<file path="src/rtl/ifft_r2sdf_stage_if.sv">
// Sample stream into and out of one R2SDF butterfly stage, plus the twiddle
// ROM address that travels alongside each output sample.
interface ifft_r2sdf_stage_if;
  // Valid-only handshake: a sample transfers on every rising edge where
  // in_valid is 1 (no ready, no back-pressure); out_valid marks the single
  // cycle in which out_re/out_im/tw_addr/tw_en carry a new result.
  logic               in_valid;
  logic signed [12:0] in_re;
  logic signed [12:0] in_im;
  logic               out_valid;
  logic signed [12:0] out_re;
  logic signed [12:0] out_im;
  logic [3:0]         tw_addr;
  logic               tw_en;

  modport master (
    output in_valid, in_re, in_im,
    input  out_valid, out_re, out_im, tw_addr, tw_en
  );

  modport slave (
    input  in_valid, in_re, in_im,
    output out_valid, out_re, out_im, tw_addr, tw_en
  );
endinterface

</file>
<file path="src/rtl/ifft_r2sdf_stage.sv">
// Radix-2 single-path delay-feedback butterfly stage: DIF sum/difference pairs
// over a DEPTH-long feedback line, with the matching twiddle ROM address.
module ifft_r2sdf_stage #(
  parameter int DEPTH = 16,
  parameter int SCALE = 0
) (
  input logic              clk,
  input logic              rst_n,
  ifft_r2sdf_stage_if.slave bus
);
  localparam int         TW_SHIFT  = $clog2(16 / DEPTH);
  localparam logic [4:0] CNT_LAST  = 5'(2 * DEPTH - 1);
  localparam logic [4:0] DEPTH_C   = 5'(DEPTH);
  localparam logic [3:0] SLOT_MASK = 4'(DEPTH - 1);

  logic [4:0]         cnt;
  logic               primed;
  logic               phase;
  logic [3:0]         slot;
  logic [3:0]         tw_next;
  logic signed [12:0] line_re [DEPTH];
  logic signed [12:0] line_im [DEPTH];
  logic signed [12:0] d_re, d_im;
  logic signed [12:0] sum_re, sum_im;
  logic signed [12:0] diff_re, diff_im;
  logic signed [12:0] wr_re, wr_im;

  // Bring a 14-bit butterfly result back to S3.9: halve (floor) or clamp.
  function automatic logic signed [12:0] fit(input logic signed [13:0] v);
    if (SCALE != 0)
      return v[13:1];
    else if (v[13] != v[12])
      return v[13] ? 13'sh1000 : 13'sh0fff;
    else
      return v[12:0];
  endfunction

  assign phase   = cnt >= DEPTH_C;
  assign slot    = cnt[3:0] & SLOT_MASK;
  assign tw_next = slot << TW_SHIFT;

  assign d_re    = line_re[DEPTH-1];
  assign d_im    = line_im[DEPTH-1];
  assign sum_re  = fit({d_re[12], d_re} + {bus.in_re[12], bus.in_re});
  assign sum_im  = fit({d_im[12], d_im} + {bus.in_im[12], bus.in_im});
  assign diff_re = fit({d_re[12], d_re} - {bus.in_re[12], bus.in_re});
  assign diff_im = fit({d_im[12], d_im} - {bus.in_im[12], bus.in_im});
  assign wr_re   = phase ? diff_re : bus.in_re;
  assign wr_im   = phase ? diff_im : bus.in_im;

  // Shift-register delay line; contents before the first butterfly are
  // masked by primed, so no reset is needed here.
  always_ff @(posedge clk) begin
    if (bus.in_valid) begin
      line_re[0] <= wr_re;
      line_im[0] <= wr_im;
      for (int k = 1; k < DEPTH; k++) begin
        line_re[k] <= line_re[k-1];
        line_im[k] <= line_im[k-1];
      end
    end
  end

  always_ff @(posedge clk or negedge rst_n) begin
    if (!rst_n) begin
      cnt           <= '0;
      primed        <= 1'b0;
      bus.out_valid <= 1'b0;
      bus.out_re    <= '0;
      bus.out_im    <= '0;
      bus.tw_addr   <= '0;
      bus.tw_en     <= 1'b0;
    end else begin
      bus.out_valid <= bus.in_valid && (phase || primed);
      if (bus.in_valid) begin
        cnt <= (cnt == CNT_LAST) ? 5'd0 : cnt + 5'd1;
        if (phase) begin
          primed      <= 1'b1;
          bus.out_re  <= sum_re;
          bus.out_im  <= sum_im;
          bus.tw_addr <= 4'd0;
          bus.tw_en   <= 1'b0;
        end else begin
          bus.out_re  <= d_re;
          bus.out_im  <= d_im;
          bus.tw_addr <= tw_next;
          bus.tw_en   <= 1'b1;
        end
      end
    end
  end
endmodule

</file>
<file path="src/flat_wrapper.sv">
// flat-port wrapper written by rule: the top's interface ports become plain ports
module ifft_r2sdf_stage_flat 
#(
  parameter int DEPTH = 16,
  parameter int SCALE = 0
)
  (clk, rst_n, bus_in_valid, bus_in_re, bus_in_im, bus_out_valid, bus_out_re, bus_out_im, bus_tw_addr, bus_tw_en);
  ifft_r2sdf_stage_if bus_i ();
  input logic clk;
  input logic rst_n;
  input wire logic [$bits(bus_i.in_valid)-1:0] bus_in_valid;
  input wire logic [$bits(bus_i.in_re)-1:0] bus_in_re;
  input wire logic [$bits(bus_i.in_im)-1:0] bus_in_im;
  output wire logic [$bits(bus_i.out_valid)-1:0] bus_out_valid;
  output wire logic [$bits(bus_i.out_re)-1:0] bus_out_re;
  output wire logic [$bits(bus_i.out_im)-1:0] bus_out_im;
  output wire logic [$bits(bus_i.tw_addr)-1:0] bus_tw_addr;
  output wire logic [$bits(bus_i.tw_en)-1:0] bus_tw_en;
  assign bus_i.in_valid = bus_in_valid;
  assign bus_i.in_re = bus_in_re;
  assign bus_i.in_im = bus_in_im;
  assign bus_out_valid = bus_i.out_valid;
  assign bus_out_re = bus_i.out_re;
  assign bus_out_im = bus_i.out_im;
  assign bus_tw_addr = bus_i.tw_addr;
  assign bus_tw_en = bus_i.tw_en;
  ifft_r2sdf_stage #(.DEPTH(DEPTH), .SCALE(SCALE)) u_core (.clk(clk), .rst_n(rst_n), .bus(bus_i));
endmodule
</file>
<file path="config.mk">
export PLATFORM = sky130hd
export DESIGN_NAME = ifft_r2sdf_stage_flat
export DESIGN_NICKNAME = d
export VERILOG_FILES = /design/src/rtl/ifft_r2sdf_stage_if.sv /design/src/rtl/ifft_r2sdf_stage.sv /design/src/flat_wrapper.sv
export SDC_FILE = /design/constraint.sdc
export NUM_CORES = 1
export LEC_CHECK = 0
export ABC_AREA = 1
export BUFFER_PORTS_ARGS = -buffer_cell sky130_fd_sc_hd__buf_2
export CAP_MARGIN = 20
export CELL_PAD_IN_SITES_DETAIL_PLACEMENT = 1
export CELL_PAD_IN_SITES_GLOBAL_PLACEMENT = 2
export CORE_ASPECT_RATIO = 1.25
export CORE_UTILIZATION = 25
export CTS_CLUSTER_SIZE = 12
export DETAILED_ROUTE_END_ITERATION = 8
export GPL_TIMING_DRIVEN = 0
export PLACE_DENSITY_LB_ADDON = 0.1
export SYNTH_ARGS = -nofsm -noshare
export SYNTH_HDL_FRONTEND = slang
export SYNTH_SLANG_ARGS = --single-unit
</file>
<file path="constraint.sdc">
create_clock -name clk -period 3.7 [get_ports clk]
set_clock_uncertainty 0.05 [all_clocks]
set_input_delay 0.185 -clock clk [delete_from_list [all_inputs] [get_ports clk]]
set_output_delay 0.185 -clock clk [all_outputs]
set_load 0.02 [all_outputs]
</file>
==> flow_summary.toml <==
[pwr]
seq_power_share_pct = 49.0
ir_drop_uv = 323
power_w = 0.0133
power_switching_w = 0.00360
pwr-share-comb_pct = 14.2
p_sw_share_pct = 27.1
power_density_nw_per_um2 = 620
p_leak_nw = 8.50
pwr-share-clk_pct = 36.8
p_int_w = 0.00966

[clock_tree]
numCtsBuffers = 50
insertion_delay_ns = 0.60
cts_tree = "built"
numClockSinks = 454
clk_path_buf_depth = 3
cts_resized = 0
cts_root_buf = "clkbuf_16"
cts.clk_slew.worst_paths_ns = 0.06
h-tree-depth = 2

[cells_and_area]
fillers = 7581
layout-drive-gt1-share_pct = 14.7
finalInstanceArea_um2 = 21400
area_growth_pct = 18.7
final_cells = 2406
diodes = 0
nets = 1514

[yosys]
synth_area_per_cell_um2 = 13.9
synth_top_area_cell = "edfxtp_1"
yosysSeqAreaShare_pct = 74.7
ys_seq_elements = 454
ys_top_cells_by_area = "edfxtp_1, nand2_1, dfrtp_1"
netlist_area_um2 = 18000
netlist.area_leader.share_pct = 69.4
synth_nets = 1378
ys_types = 41
yosysWarnings = 0
synthCells = 1290

[floorplanning]
initial_core_util_pct = 25.4
rows = 109
ios = 61
die_y_um = 302
core_area_um2 = 70900
die_x_um = 242
die_area_um2 = 73100

[worst_setup_path]
slowest_delay_ns = 0.48
crit_family = "simple AND/OR/NAND/NOR gates"
reg2reg_depth = 12
start_kind = "flip-flop"
required_ns = 3.95
worstPathCellList = "inv_1 -> ha_1 -> fa_1 -> o21ai_2 -> nand2_1 -> nand3_1 -> nand2_1 -> nand2_1 -> nand2_2 -> buf_6 -> nand3_1 -> nand2_1"
path_depth = 12
cp.buffers_inverters = 2
critPathKind = "reg2reg"
crit_fanout = 10
crit_path_top_delay_cell = "fa_1"
end_kind = "flip-flop"
arrival_ns = 2.95
cpMostUsedCell = "nand2_1"

[placement]
port-buffer-count = 60
globalplace.congestion = 0.770
place_area_um2 = 19600
pre_cts_slack_ns = 0.617
dpl.hpwl_mm = 28.9
post-place-cells = 2297

[routing]
dr.pass1.iters = 4
vias = 9771
drc = 0
wl_per_cell_um = 17.8
wl_mm = 42.8
drt-initial-drc-count = 522
ant_nets = 0
drt-vias-per-instance = 4.06

[sta]
fmax_mhz = 370
slew_headroom_pct = 42.2
drv_slew = 0
tightestPinTransition_ns = 0.867
rsz0062_at_grt = "false"
layout_min_cycle_time_ns = 2.70
hold_viol_final = 0
fin_crit_sh_pct = 73.0
setup_slack_ns = 0.998
setup_viol_count_final = 0

[grt]
overflow = 0
grt_max_degree = 124
antenna_found_initial = 1
grt_pass1_vias = 10300
track_usage_pct = 11.9
grt_pass1_wl_mm = 65.3

[run]
max_cap_viol_count = 0

[min_path]
worstHoldPathCells = 3
min-delay-path-class = "in2reg"

[status]
status = "completed"
worst paths after layout:
check | to | startpoint | slack, ns
worst max-delay path | u_core.line_re[0][1]$_DFFE_PP_ | u_core.line_re[1][91]$_DFFE_PP_ | 1.0
worst min-delay path | u_core.line_im[0][4]$_DFFE_PP_ | bus_in_im[4] | 0.004
worst max register to register | u_core.line_re[0][1]$_DFFE_PP_ | u_core.line_re[1][91]$_DFFE_PP_ | 1.0
worst min register to register | u_core.line_re[0][47]$_DFFE_PP_ | u_core.line_re[0][34]$_DFFE_PP_ | 0.36
max in group asynchronous | u_core.bus.out_im[2]$_DFFE_PN0P_ | rst_n | 2.48
min in group asynchronous | u_core.bus.out_im[12]$_DFFE_PN0P_ | rst_n | 0.13
power by group through the flow:
stage | registers [W] | logic [W] | clock network [W]
CTS | 0.00652 | 0.00196 | 0.00512
global route | 0.00656 | 0.00211 | 0.00526
floorplan | 0.00662 | 0.000997 | 0
global placement | 0.00667 | 0.00191 | 0
finish | 0.00650 | 0.00188 | 0.00488
detailed placement | 0.00661 | 0.00193 | 0
kinds of logic after synthesis:
logic type      count (synthesis)  synth area share [%]
flops                         454                  74.7
simple gates                  438                  10.5
buf+inv                       190                  4.68
compound gates                114                  4.18
fa+ha+maj                      59                  4.27
xor+xnor                       35                  1.70
layer usage:
metal | up-vias | part of all wire [%] | GRT usage [%]
li1 | 4710 | - | -
met1 | 4858 | 46 | 15.5
met2 | 130 | 48 | 19.8
met3 | 73 | 3.3 | 2.01
met4 | 0 | 3.0 | 4.34
met5 | - | 0 | 0
state kept, by name, summed over array words and instances (netlist names):
signal and cells:
u_core.line_im 208, u_core.line_re 208, u_core.bus.out_im 13, u_core.bus.out_re 13
u_core.cnt 5, u_core.bus.tw_addr 4, u_core.bus.out_valid 1, u_core.bus.tw_en 1
u_core.primed 1
placed cells by master (no fill, tap or decap), types with 20 or more instances in the layout:
cell	n
nand2_1	258
dlygate4sd3_1	20
a22o_1	20
ha_1	55
nand3_1	62
dfrtp_1	38
inv_1	144
xor2_1	32
buf_2	65
edfxtp_1	416
nor2_1	71
a21oi_1	46
clkbuf_16	51
synthesized netlist by cell type (all sizes together):
| cell type | number |
|---|---|
| a21boi | 2 |
| a21oi | 65 |
| a22o | 20 |
| a31oi | 1 |
| and2 | 3 |
| and3 | 1 |
| buf | 25 |
| clkbuf | 6 |
| clkinv | 1 |
| dfrtp | 38 |
| edfxtp | 416 |
| fa | 4 |
| ha | 55 |
| inv | 158 |
| nand2 | 270 |
| nand3 | 68 |
| nand3b | 1 |
| nand4 | 13 |
| nor2 | 73 |
| nor3 | 8 |
| o211ai | 2 |
| o21ai | 20 |
| o21bai | 3 |
| o22ai | 1 |
| or2 | 1 |
| xnor2 | 3 |
| xor2 | 32 |
worst register-to-register path, cell delays in order (launching register included):
cell and delay (ns):
edfxtp_1 0.38, inv_1 0.08, ha_1 0.23, fa_1 0.48
o21ai_2 0.30, nand2_1 0.15, nand3_1 0.11, nand2_1 0.06
nand2_1 0.07, nand2_2 0.10, buf_6 0.17, nand3_1 0.09
nand2_1 0.16
stage by stage:
stage               utilization (%)  setup TNS, ns  hold slack [ns]
floorplan                         -              0           -0.161
global placement               27.5       -1725.47            0.350
detailed placement             27.6              0           0.0641
CTS                            30.1              0          0.00138
global route                   30.1              0          0.00302
finish                         30.1              0          0.00371
final cells by class:
class | instances | area (µm²) | share of cell area, %
sequential | 454 | 13400 | 62.9
inverter | 159 | 597 | 2.79
tap | 943 | 1180 | 5.52
multi-input combinational | 646 | 3710 | 17.4
buffer | 31 | 245 | 1.15
clock buffer | 65 | 1350 | 6.31
timing repair buffer | 84 | 613 | 2.87
clock inverter | 24 | 231 | 1.08
timing repair:
item / CTS / global route
endpoints found under the hold margin: 56 / 0
buffers inserted: 0 / 0
hold buffers: 20 / 0
endpoints found under the setup margin: 0 / 0
(Power assumes the default switching activity.)
